$ cat config.mk
export PLATFORM = sky130hd
export DESIGN_NAME = adpll_lock_sequencer
export DESIGN_NICKNAME = d
export VERILOG_FILES = /design/src/rtl/adpll_lock_sequencer.sv
export SDC_FILE = /design/constraint.sdc
export NUM_CORES = 1
export LEC_CHECK = 0
export CAP_MARGIN = 10
export CORE_UTILIZATION = 35
export CTS_BUF_LIST = sky130_fd_sc_hd__clkbuf_2 sky130_fd_sc_hd__clkbuf_4 sky130_fd_sc_hd__clkbuf_8
export DETAILED_ROUTE_END_ITERATION = 10
export GPL_TIMING_DRIVEN = 0
export PLACE_DENSITY = 0.64
export SETUP_SLACK_MARGIN = 0.05
export SYNTH_ARGS = -nofsm -noshare
export SYNTH_HDL_FRONTEND = slang
export SYNTH_SLANG_ARGS = --single-unit
$ cat constraint.sdc
create_clock -name fpga_clk_i -period 5.3 [get_ports fpga_clk_i]
set_input_delay 1.06 -clock fpga_clk_i [delete_from_list [all_inputs] [get_ports fpga_clk_i]]
set_output_delay 1.06 -clock fpga_clk_i [all_outputs]
set_load 0.02 [all_outputs]
$ cat src/rtl/adpll_lock_sequencer.sv
// ADPLL reset/acquire/lock supervisor; error_i is sampled once per synchronized ref_clk_i rising edge.
// All outputs registered: one cycle after the deciding edge. There is no backpressure; samples are consumed as they arrive.
module adpll_lock_sequencer #(
  parameter int RST_CYCLES   = 16,
  parameter int LOCK_TOL     = 2,
  parameter int UNLOCK_TOL   = 8,
  parameter int LOCK_COUNT   = 64,
  parameter int UNLOCK_COUNT = 4,
  parameter int ACQ_TIMEOUT  = 1024,
  parameter int MAX_RETRY    = 3
) (
  input  logic       fpga_clk_i,
  input  logic       rst_pbn_i,
  input  logic       ref_clk_i,
  input  logic [7:0] error_i,
  input  logic       start_i,
  input  logic [1:0] ref_sel_req_i,
  output logic       adpll_reset_o,
  output logic       adpll_enable_o,
  output logic [1:0] ref_sel_o,
  output logic       locked_o,
  output logic       fail_o,
  output logic [2:0] state_o,
  output logic [1:0] retry_cnt_o
);

  localparam int RW = $clog2(RST_CYCLES + 1);
  localparam int GW = $clog2(LOCK_COUNT + 1);
  localparam int PW = $clog2(ACQ_TIMEOUT + 1);
  localparam int BW = $clog2(UNLOCK_COUNT + 1);

  typedef enum logic [2:0] {
    ST_IDLE = 3'd0,
    ST_HOLD = 3'd1,
    ST_ACQ  = 3'd2,
    ST_LOCK = 3'd3,
    ST_FAIL = 3'd4
  } state_e;

  state_e        state_q, state_d;
  logic [RW-1:0] rst_cnt_q, rst_cnt_d;
  logic [GW-1:0] good_q, good_d, good_inc;
  logic [PW-1:0] period_q, period_d, period_inc;
  logic [BW-1:0] bad_q, bad_d, bad_inc;
  logic [1:0]    retry_q, retry_d;
  logic [1:0]    sel_q, sel_d;
  logic          reset_q, enable_q, locked_q, fail_q;
  logic          ref_meta_q, ref_sync_q, ref_dly_q;
  logic          smp;
  logic [7:0]    mag;
  logic          good_smp, bad_smp;

  // ref_dly_q only feeds the edge detector; the first two flops are the synchronizer proper.
  always_ff @(posedge fpga_clk_i or negedge rst_pbn_i) begin
    if (!rst_pbn_i) begin
      ref_meta_q <= 1'b0;
      ref_sync_q <= 1'b0;
      ref_dly_q  <= 1'b0;
    end else begin
      ref_meta_q <= ref_clk_i;
      ref_sync_q <= ref_meta_q;
      ref_dly_q  <= ref_sync_q;
    end
  end

  assign smp = ref_sync_q & ~ref_dly_q;

  always_comb begin
    mag = error_i;
    if (error_i == 8'h80)  mag = 8'h7f;
    else if (error_i[7])   mag = ~error_i + 8'd1;
  end

  assign good_smp   = (mag <= 8'(LOCK_TOL));
  assign bad_smp    = (mag > 8'(UNLOCK_TOL));
  assign good_inc   = (good_q == GW'(LOCK_COUNT))    ? good_q   : good_q + 1'b1;
  assign period_inc = (period_q == PW'(ACQ_TIMEOUT)) ? period_q : period_q + 1'b1;
  assign bad_inc    = (bad_q == BW'(UNLOCK_COUNT))   ? bad_q    : bad_q + 1'b1;

  always_comb begin
    state_d   = state_q;
    rst_cnt_d = rst_cnt_q;
    good_d    = good_q;
    period_d  = period_q;
    bad_d     = bad_q;
    retry_d   = retry_q;
    sel_d     = sel_q;
    if (!start_i) begin
      state_d = ST_IDLE;
    end else begin
      case (state_q)
        ST_IDLE: begin
          sel_d     = ref_sel_req_i;
          retry_d   = 2'd0;
          rst_cnt_d = '0;
          state_d   = ST_HOLD;
        end
        ST_FAIL: state_d = ST_FAIL;
        default: begin
          if (ref_sel_req_i != sel_q) begin
            sel_d     = ref_sel_req_i;
            retry_d   = 2'd0;
            rst_cnt_d = '0;
            state_d   = ST_HOLD;
          end else begin
            case (state_q)
              ST_HOLD: begin
                if (rst_cnt_q == RW'(RST_CYCLES - 1)) begin
                  state_d  = ST_ACQ;
                  good_d   = '0;
                  period_d = '0;
                end else begin
                  rst_cnt_d = rst_cnt_q + 1'b1;
                end
              end
              ST_ACQ: begin
                if (smp) begin
                  good_d   = good_smp ? good_inc : '0;
                  period_d = period_inc;
                  // Lock wins over a timeout landing on the same sample.
                  if (good_d == GW'(LOCK_COUNT)) begin
                    state_d = ST_LOCK;
                    bad_d   = '0;
                  end else if (period_d == PW'(ACQ_TIMEOUT)) begin
                    if (retry_q == 2'(MAX_RETRY)) begin
                      state_d = ST_FAIL;
                    end else begin
                      retry_d   = retry_q + 2'd1;
                      rst_cnt_d = '0;
                      state_d   = ST_HOLD;
                    end
                  end
                end
              end
              ST_LOCK: begin
                if (smp) begin
                  bad_d = bad_smp ? bad_inc : '0;
                  if (bad_d == BW'(UNLOCK_COUNT)) begin
                    state_d  = ST_ACQ;
                    good_d   = '0;
                    period_d = '0;
                    bad_d    = '0;
                  end
                end
              end
              default: state_d = ST_IDLE;
            endcase
          end
        end
      endcase
    end
  end

  always_ff @(posedge fpga_clk_i or negedge rst_pbn_i) begin
    if (!rst_pbn_i) begin
      state_q   <= ST_IDLE;
      rst_cnt_q <= '0;
      good_q    <= '0;
      period_q  <= '0;
      bad_q     <= '0;
      retry_q   <= 2'd0;
      sel_q     <= 2'd0;
      reset_q   <= 1'b1;
      enable_q  <= 1'b0;
      locked_q  <= 1'b0;
      fail_q    <= 1'b0;
    end else begin
      state_q   <= state_d;
      rst_cnt_q <= rst_cnt_d;
      good_q    <= good_d;
      period_q  <= period_d;
      bad_q     <= bad_d;
      retry_q   <= retry_d;
      sel_q     <= sel_d;
      reset_q   <= (state_d == ST_IDLE) || (state_d == ST_HOLD) || (state_d == ST_FAIL);
      enable_q  <= (state_d == ST_ACQ) || (state_d == ST_LOCK);
      locked_q  <= (state_d == ST_LOCK);
      fail_q    <= (state_d == ST_FAIL);
    end
  end

  assign adpll_reset_o  = reset_q;
  assign adpll_enable_o = enable_q;
  assign ref_sel_o      = sel_q;
  assign locked_o       = locked_q;
  assign fail_o         = fail_q;
  assign state_o        = state_q;
  assign retry_cnt_o    = retry_q;

endmodule

# Yosys cells after proc, flatten, opt, wreduce, memory -nomap -nowiden
# Cells that the tools add are included.
dict set report classes {
  order_cmp 2
  multipliers 0
  bitwise 6
  add_sub_neg 6
  n_shift 0
  n_reduce_logical 18
  div_mod_pow 0
  eq_ne 30
  mux 50
}
# op count
set op_table {}
lappend op_table {{two-way mux 11 bit} 5}
lappend op_table {{two-way mux 3 bit} 15}
lappend op_table {{two-way mux 7 bit} 6}
lappend op_table {{one-hot mux 11 bit (3 select lines)} 1}
lappend op_table {{two-way mux 5 bit} 6}
lappend op_table {{== test 11 bit, second input constant} 2}
lappend op_table {{one-hot mux 7 bit (3 select lines)} 1}
lappend op_table {{!= test 4 bit, second input constant} 5}
lappend op_table {{one-hot mux 5 bit (2 select lines)} 2}
lappend op_table {{two-way mux 8 bit} 2}
lappend op_table {{AND reduction 8 bit} 2}
lappend op_table {{== test 7 bit, second input constant} 2}
lappend op_table {{two-way mux 2 bit} 7}
lappend op_table {{AND reduction 7 bit} 2}
lappend op_table {{== test 3 x 2 -> 1 bit, second input constant} 4}
lappend op_table {{== test 3 bit, second input constant} 4}
lappend op_table {{one-hot mux 3 bit (2 select lines)} 2}
lappend op_table {{nonzero test 3 bit} 4}
lappend op_table {{adder 11 x 1 -> 11 bit, second input constant} 1}
lappend op_table {{!= test 2 bit, second input constant} 5}
lappend op_table {{one-hot mux 3 bit (3 select lines)} 1}
lappend op_table {{adder 8 x 1 -> 8 bit, second input constant} 1}
lappend op_table {{== test 8 bit, second input constant} 1}
lappend op_table {{> comparator 8 x 4 -> 1 bit, second input constant} 1}
lappend op_table {{20 further kinds} 30}
dict set report word_totals {
  word_cells 126
  out_inout_bits 11
  rom_bits 0
  latch_bits 0
  n_memories 0
  ramBits 0
  register_bits 40
  in_bits 14
}

# Logic depth before layout (Yosys ltp)
# Gate-level depths: netlist of the first run.
dict set report depth {
  depth_word 16
  mapped_depth 11
}

# Worst setup path before layout of the first run
# OpenSTA, ideal clock, no wires.
dict set report synth_timing {
  kind {in2reg}
  from {input port error_i[0]}
  to {register rst_cnt_q[1]}
  required_ps 5175
  t_arrival_ps 3354
  setup_ps 125
  path_slack_ps 1821
  stages 11
  path_cell_list {inv_1 ha_1 nor3b_1 xnor2_1 o32ai_2 a211o_1 a221o_1 o31a_1 and2_1 buf_6 mux2_4}
}
dict set report synth_via {
  elab_chain_cells 9
  elab_cells_between_ends 10
}
# item line_no
set synth_lines {}
lappend synth_lines {{start: declaration} 15} ;# input logic [7:0] error_i,
lappend synth_lines {{NOT 8 bit} 71} ;# else if (error_i[7]) mag = ~error_i + 8'd1;
lappend synth_lines {{adder 8 x 1 -> 8 bit} 71}
lappend synth_lines {{two-way mux 8 bit} 71}
lappend synth_lines {{two-way mux 8 bit (*)} 70} ;# if (error_i == 8'h80) mag = 8'h7f;
lappend synth_lines {{<= comparator 8 x 2 -> 1 bit (*)} 74} ;# assign good_smp = (mag <= 8'(LOCK_TOL));
lappend synth_lines {{two-way mux 7 bit (*)} 118} ;# good_d = good_smp ? good_inc : '0;
lappend synth_lines {{== test 7 bit (*)} 121} ;# if (good_d == GW'(LOCK_COUNT)) begin
lappend synth_lines {{!= test 4 bit (no line) (*)} -}
lappend synth_lines {{AND reduction 8 bit (no line) (*)} -}
lappend synth_lines {{end signal: assignment} 169} ;# rst_cnt_q <= rst_cnt_d;
lappend synth_lines {{end: declaration} 41} ;# logic [RW-1:0] rst_cnt_q, rst_cnt_d;
# Mark *: on every way between the ends. The rest lies on a longest branch, timed or not.
# A chain may end at the register's enable or synchronous reset.

# Worst setup path in the final report of the first run
dict set report layout_timing {
  from {input port error_i[1]}
  to {register rst_cnt_q[1]}
}
# The elaborated chain is that of the path after synthesis.

==> results of run 1 <==
==> routing by layer <==
layer | routed length, um | global-route usage | vias up
met3 | 258 | 0.03416 | 8
li1 | - | - | 1173
met1 | 2952 | 0.2240 | 1136
met4 | 59 | 0.04473 | 0
met5 | 0 | 0 | -
met2 | 2765 | 0.2561 | 60
==> area by class of cell <==
class / instances / area [um^2]
plain buffers: 12 / 63.81
clock buffers: 5 / 68.82
clock inverters: 3 / 46.29
fillers: 744 / 4140
inverters: 19 / 71.32
multi-input cells: 231 / 1530
flip-flops and latches: 40 / 1002
well taps: 99 / 123.9
repair buffers: 24 / 245.2
==> worst max-delay path by stage <==
stage | startpoint | to | slack [ns] | cells past startpoint
2_1_floorplan | error_i[0] | rst_cnt_q[1]$_DFFE_PN0P_ | 1.82 | 11
3_3_place_gp | error_i[0] | rst_cnt_q[1]$_DFFE_PN0P_ | 1.00 | 12
3_5_place_dp | error_i[1] | rst_cnt_q[1]$_DFFE_PN0P_ | 0.95 | 12
4_1_cts | error_i[1] | rst_cnt_q[1]$_DFFE_PN0P_ | 1.26 | 12
5_1_grt | error_i[1] | rst_cnt_q[1]$_DFFE_PN0P_ | 1.03 | 12
6_report | error_i[1] | rst_cnt_q[1]$_DFFE_PN0P_ | 1.29 | 12
==> synthesized netlist by cell type (all sizes together) (3+ instances only) <==
master	instances	share of area
nand2	16	0.023
a21o	3	0.0084
nor2	28	0.039
nand4	5	0.012
o31ai	6	0.017
xnor2	7	0.023
o21ai	28	0.053
o41ai	4	0.013
buf	3	0.011
mux2	3	0.014
clkbuf	9	0.013
nor3	16	0.034
a31oi	5	0.012
dfrtp	39	0.37
nand2b	5	0.012
ha	10	0.047
and2	6	0.014
a21oi	11	0.021
nor4bb	3	0.011
nand3	17	0.032
inv	19	0.027
or3	7	0.016
or2	5	0.012
and3	5	0.012
a22o	3	0.0099
==> state kept, by name, indices dropped and copies added (netlist names) <==
| register | cells |
|---|---|
| good_q | 7 |
| adpll_enable_o | 1 |
| rst_cnt_q | 5 |
| ref_dly_q | 1 |
| state_o | 3 |
| ref_sel_o | 2 |
| ref_sync_q | 1 |
| bad_q | 3 |
| ref_meta_q | 1 |
| retry_cnt_o | 2 |
| locked_o | 1 |
| period_q | 11 |
| adpll_reset_o | 1 |
| fail_o | 1 |
==> worst reg2reg max path: cells and delay by family, from the launching register on <==
kind            cells  cell delay, ns
fa+ha+maj           1            0.16
buf+inv             2            0.28
mux                 1            0.29
flops               1            0.47
simple gates        4            1.33
compound gates      3            0.75
==> cell families (layout without fill, tap and decap cells) <==
| group | after synthesis | in the layout | synth area share |
|---|---|---|---|
| AND/OR/NAND/NOR | 128 | 128 | 0.2683 |
| AO/OA/AOI/OAI | 79 | 79 | 0.2073 |
| flip-flops | 40 | 40 | 0.3757 |
| buffers and inverters | 31 | 63 | 0.05066 |
| adder cells (fa/ha/maj) | 10 | 10 | 0.04690 |
| XOR/XNOR | 9 | 9 | 0.02955 |
| multiplexers | 5 | 5 | 0.02157 |
==> placed cells by master (no fill, tap or decap), types with 9 or more instances in the layout <==
| cell type | instances |
|---|---|
| o21ai_0 | 28 |
| ha_1 | 10 |
| a21oi_1 | 11 |
| inv_1 | 19 |
| clkbuf_1 | 9 |
| clkdlybuf4s50_1 | 22 |
| nor2_1 | 28 |
| nand2_1 | 16 |
| dfrtp_1 | 39 |
| nand3_1 | 17 |
| nor3_1 | 15 |
==> power groups by stage <==
stage / clock network (mW) / logic (mW) / registers, mW
floorplan: 0 / 0.0785 / 0.340
finish: 0.262 / 0.123 / 0.335
global route: 0.282 / 0.137 / 0.339
CTS: 0.269 / 0.124 / 0.335
detailed placement: 0 / 0.124 / 0.341
global placement: 0 / 0.119 / 0.340
==> stage by stage <==
stage	hold WS, ns	cell area (um^2)	std cells	util	setup WS (ns)
after floorplan	0.3312	2668	302	-	1.821
after global placement	0.3375	3022	424	0.4144	1.001
after detailed placement	0.3358	3037	425	0.4164	0.9530
after CTS	0.3565	3152	433	0.4322	1.255
after global routing	0.3721	3152	433	0.4322	1.034
final	0.3520	3152	433	0.4322	1.286
==> out/metrics.yaml, run 1 <==
synth_enable_flop_cells: 0
clkPwrFrac: 0.364
synthesis.area_mm2: 0.002668
async_flop_share: 1.000
yosysUniqueCellTypes: 61
path_cells: "clkdlybuf4s50_1 -> inv_1 -> ha_1 -> nor3b_1 -> xnor2_1 -> o32ai_2 -> nand3_1 -> nor4_1 -> o31a_1 -> and2_1 -> buf_6 -> mux2_4"
drc: 0
cp_max_fo: 7
initial_utilization: 0.3658
io_buffers: 23
yosys_warnings: 0
first_pass_iters: 5
design.die.area_mm2: 0.007974
synth-seq-cells: 40
r2r-start: "period_q[0]$_DFFE_PN0P_"
antenna_cells: 0
layout-drive-gt1-share: 0.09880
rows: 31
cts_buffer_depth: 2
crit_path_end_kind: "flip-flop"
timing.final.crit_period_ns: 4.014
vdd_drop_max_v: 0.0001049
worst_ep_arrival_time_ns: 4.21
r2r_setup_slack_ns: 1.91
gp_congestion: 0.8177
power_density_mw_per_mm2: 228.8
holdPathEnd: "ref_sync_q$_DFF_PN0_"
viasPerCell: 5.490
hold_viol_final: 0
period_share: 0.7573
cts_buffers: 5
clock_skew_ns: 0.008586
power.internal_uw: 512.4
finalMaxSlewViolations: 0
dp_hpwl_mm: 4.409
clk_latency_ns: 0.31
cts_setup_buffers: 0
synth-seq-area-share: 0.3757
rsz0062_at_grt: "false"
netlist_instances: 302
timing.rr.end: "rst_cnt_q[1]$_DFFE_PN0P_"
sw_frac_of_total: 0.2895
drtIter0Drc: 217
worst_slew_pin_slew_ns: 1.036
critical-path-top-delay-family: "simple AND/OR/NAND/NOR gates"
synth_area_per_cell_um2: 8.833
hold_start: "ref_meta_q$_DFF_PN0_"
clock_sinks: 40
syn2layout_area_growth_pct: 18.15
path_clk_slew_ns: 0.09
p_leak_nw: 1.259
power.share.combinational: 0.171
holdPathStages: 0
required_ns: 5.50
fmax_mhz: 249.1
ios: 25
p_seq_frac: 0.465
start_kind: "input port"
synth_ff_type: "dfrtp_1"
critPathBufInv: 3
grt_max_degree: 25
grt_pass1_wl_mm: 9.956
layout.nets: 357
drv_cap: 0
grt_pass1_vias: 2121
grt_util_all_layers: 0.1618
antenna_found_initial: 0
overflow: 0
wl_per_cell_um: 13.94
max_slew_margin: 0.3042
slowest_stage: "clkdlybuf4s50_1"
postRouteWirelength_mm: 6.037
setup_tns_ns: 0
path_class: "input port to flip-flop"
cts_resized: 0
drtAntennaViolNets: 0
cpPeakStageDelay_ns: 0.49
root_buffer: "clkbuf_8"
core_mm2: 0.007292
hold_buffers: 0
cts_tree: "yes"
htree_num_levels: 2
p_total_uw: 721.2
worst_r2r_path_depth: 11
die_w_um: 89.30
hold_path_class: "flip-flop to flip-flop"
switchingPower_uw: 208.8
vias: 2377
synth.net_count: 326
status: "completed"
setup_viol: 0
die_h_um: 89.30
(Power assumes the default switching activity.)
==> run 2: changes to the inputs <==
==> constraint.sdc (replaced) <==
create_clock -name fpga_clk_i -period 3.93 [get_ports fpga_clk_i]
set_input_delay 0.786 -clock fpga_clk_i [delete_from_list [all_inputs] [get_ports fpga_clk_i]]
set_output_delay 0.786 -clock fpga_clk_i [all_outputs]
set_load 0.02 [all_outputs]
==> run 2 against run 1 <==
Routed wire length up 0.96%; sequential power up 35%; clock-buffer cell count unchanged; global-route usage unchanged; combinational power up 36%; non-clock buffer count unchanged.
==> out/metrics.yaml, run 2 (synthesis gave the netlist of run 1 again) <==
sw_frac_of_total: 0.2911  # was 0.2895
grt_util_all_layers: 0.1618  # unchanged
gp_congestion: 0.8177  # unchanged
io_buffers: 23  # unchanged
antenna_cells: 0  # unchanged
worst_r2r_path_depth: 11  # unchanged
cts_setup_buffers: 0  # unchanged
ios: 25  # unchanged
setup_tns_ns: 0  # unchanged
drc: 0  # unchanged
timing.final.ws_setup_ns: 0.2757  # was 1.286 ns
p_seq_frac: 0.464  # was 0.465
wl_met3_um: 281  # was 258 um
fin_util: 0.4345  # was 0.4322
layout.nets: 357  # unchanged
drv_cap: 0  # unchanged
path_class: "input port to flip-flop"  # unchanged
p_total_uw: 975.5  # was 721.2 uW
clock_sinks: 40  # unchanged
cts_buffers: 5  # unchanged
postRouteWirelength_mm: 6.095  # was 6.037 mm
fillCellCount: 746  # was 744
wl_met1_mm: 2.916  # was 2.952 mm
viasPerCell: 5.520  # was 5.490
power.internal_uw: 691.5  # was 512.4 uW
crit_path_end_kind: "flip-flop"  # unchanged
worst_ep_arrival_time_ns: 3.86  # was 4.21 ns
syn2layout_area_growth_pct: 18.76  # was 18.15%
routed.top_layer: "met4"  # unchanged
power.share.combinational: 0.172  # was 0.171
p_leak_nw: 1.259  # about the same
rows: 31  # unchanged
layout_commonest_cell: "dfrtp_1"  # unchanged
grt_pass1_vias: 2121  # unchanged
wl_met2_mm: 2.826  # was 2.765 mm
power_density_mw_per_mm2: 307.9  # was 228.8 mW/mm^2
cts_resized: 0  # unchanged
antenna_found_initial: 0  # unchanged
largest_register_ffs: 11  # unchanged
hold_buffers: 0  # unchanged
cts_tree: "yes"  # unchanged
status: "completed"  # unchanged
switchingPower_uw: 284.0  # was 208.8 uW
finalMaxSlewViolations: 0  # unchanged
die_h_um: 89.30  # unchanged
grt_max_degree: 25  # unchanged
period_share: 0.9299
root_buffer: "clkbuf_8"  # unchanged
required_ns: 4.13  # was 5.50 ns
crit_path_start: "error_i[1]"  # unchanged
fmax_mhz: 273.6
cpPeakStageDelay_ns: 0.49  # about the same
initial_utilization: 0.3658  # unchanged
endpoint: "rst_cnt_q[1]$_DFFE_PN0P_"  # unchanged
htree_num_levels: 2  # unchanged
dp_hpwl_mm: 4.409  # unchanged
vdd_drop_max_v: 0.0001430  # was 0.0001049 V
hold_viol_final: 0  # unchanged
largestRegisters: "period_q (11), good_q (7), rst_cnt_q (5)"  # unchanged
drtAntennaViolNets: 0  # unchanged
setup_viol: 0  # unchanged
clkPwrFrac: 0.365  # was 0.364
core_mm2: 0.007292  # unchanged
final_cell_mix: "39 x dfrtp_1, 28 x nor2_1, 28 x o21ai_0"  # unchanged
die_w_um: 89.30  # unchanged
first_pass_iters: 5  # unchanged
clk_latency_ns: 0.31  # about the same
overflow: 0  # unchanged
cts_buffer_depth: 2  # unchanged
critical-path-top-delay-family: "compound AO/OA/AOI/OAI gates"  # was simple AND/OR/NAND/NOR gates
pre_cts_ws_ns: -0.1430  # was 0.9530 ns
r2r_setup_slack_ns: 0.54  # was 1.91 ns
design.die.area_mm2: 0.007974  # unchanged
holdPathStages: 0  # unchanged
rsz0062_at_grt: "false"  # unchanged
worst_slew_pin_slew_ns: 1.107  # was 1.036 ns
cp_max_fo: 7  # unchanged
vias: 2390  # was 2,377
largest-register: "period_q"  # unchanged
timing.final.crit_period_ns: 3.654
slowest_stage: "clkdlybuf4s50_1"  # unchanged
grt_pass1_wl_mm: 9.956  # unchanged
path_clk_slew_ns: 0.09  # about the same
wl_per_cell_um: 14.08  # was 13.94 um
timing.rr.end: "rst_cnt_q[1]$_DFFE_PN0P_"  # unchanged
path_cells: "clkdlybuf4s50_1 -> inv_1 -> ha_1 -> nor3b_1 -> xnor2_1 -> o32ai_4 -> a211o_1 -> a221o_1 -> o31a_1 -> and2_1 -> buf_6 -> mux2_4"  # was clkdlybuf4s50_1 -> inv_1 -> ha_1 -> nor3b_1 -> xnor2_1 -> o32ai_2 -> nand3_1 -> nor4_1 -> o31a_1 -> and2_1 -> buf_6 -> mux2_4
drtIter0Drc: 215  # was 217
hold_path_class: "flip-flop to flip-flop"  # unchanged
max_slew_margin: 0.2563  # was 0.3042
start_kind: "input port"  # unchanged
layout-drive-gt1-share: 0.1018  # was 0.09880
clock_skew_ns: 0.008666  # was 0.008586 ns
r2r-start: "period_q[0]$_DFFE_PN0P_"  # unchanged
critPathBufInv: 3  # unchanged
path_depth: 12  # unchanged
## run 2: cell counts in the layout (fill, tap and decap cells not counted)
No cell type changed its count.
## run 2: area by class of cell
class | count | area, um^2 | share of cell area
Sequential cell | 40 | 1002 | 0.3164
Inverter | 19 | 71.32 | 0.02251
Clock buffer | 5 | 68.82 | 0.02172
Buffer | 12 | 63.81 | 0.02014
Timing Repair Buffer | 24 | 245.2 | 0.07741
Multi-Input combinational cell | 231 | 1546 | 0.4882
Tap cell | 99 | 123.9 | 0.03910
Clock inverter | 3 | 46.29 | 0.01461
## run 2: power by group through the flow
| stage | logic (mW) | registers (mW) | clock network, mW |
|---|---|---|---|
| after global placement | 0.161 | 0.459 | 0 |
| after detailed placement | 0.167 | 0.459 | 0 |
| final | 0.167 | 0.452 | 0.356 |
| after CTS | 0.167 | 0.452 | 0.363 |
| after global routing | 0.186 | 0.457 | 0.381 |
| after floorplan | 0.106 | 0.458 | 0 |
## run 2: per-stage QoR
stage | instances | hold WS [ns] | cell area (um^2)
detailed placement | 425 | 0.3358 | 3037
CTS | 433 | 0.3565 | 3152
floorplan | 302 | 0.3312 | 2668
global route | 433 | 0.3721 | 3168
global placement | 424 | 0.3375 | 3022
finish | 433 | 0.3523 | 3168
## run 2: worst min path at each step
stage | to | start | slack [ns]
floorplan | ref_sync_q$_DFF_PN0_ | ref_meta_q$_DFF_PN0_ | 0.33
global placement | ref_sync_q$_DFF_PN0_ | ref_meta_q$_DFF_PN0_ | 0.34
detailed placement | ref_sync_q$_DFF_PN0_ | ref_meta_q$_DFF_PN0_ | 0.34
CTS | ref_sync_q$_DFF_PN0_ | ref_meta_q$_DFF_PN0_ | 0.36
global route | ref_sync_q$_DFF_PN0_ | ref_meta_q$_DFF_PN0_ | 0.37
finish | ref_sync_q$_DFF_PN0_ | ref_meta_q$_DFF_PN0_ | 0.35
## run 2: layer usage
metal  track usage  up-vias
li1              -     1175
met1        0.2240     1148
met2        0.2561       60
met3       0.03416        7
met4       0.04473        0
met5             0        -
## run 2: worst register-to-register path, cell delays in order (launching register included)
cell,delay [ns]
dfrtp_1,0.47
inv_1,0.16
ha_1,0.16
or3b_2,0.49
nor4_4,0.29
o2bb2ai_1,0.20
a2111oi_4,0.41
a211oi_2,0.14
nor3_4,0.36
and2_1,0.19
buf_6,0.12
mux2_4,0.29
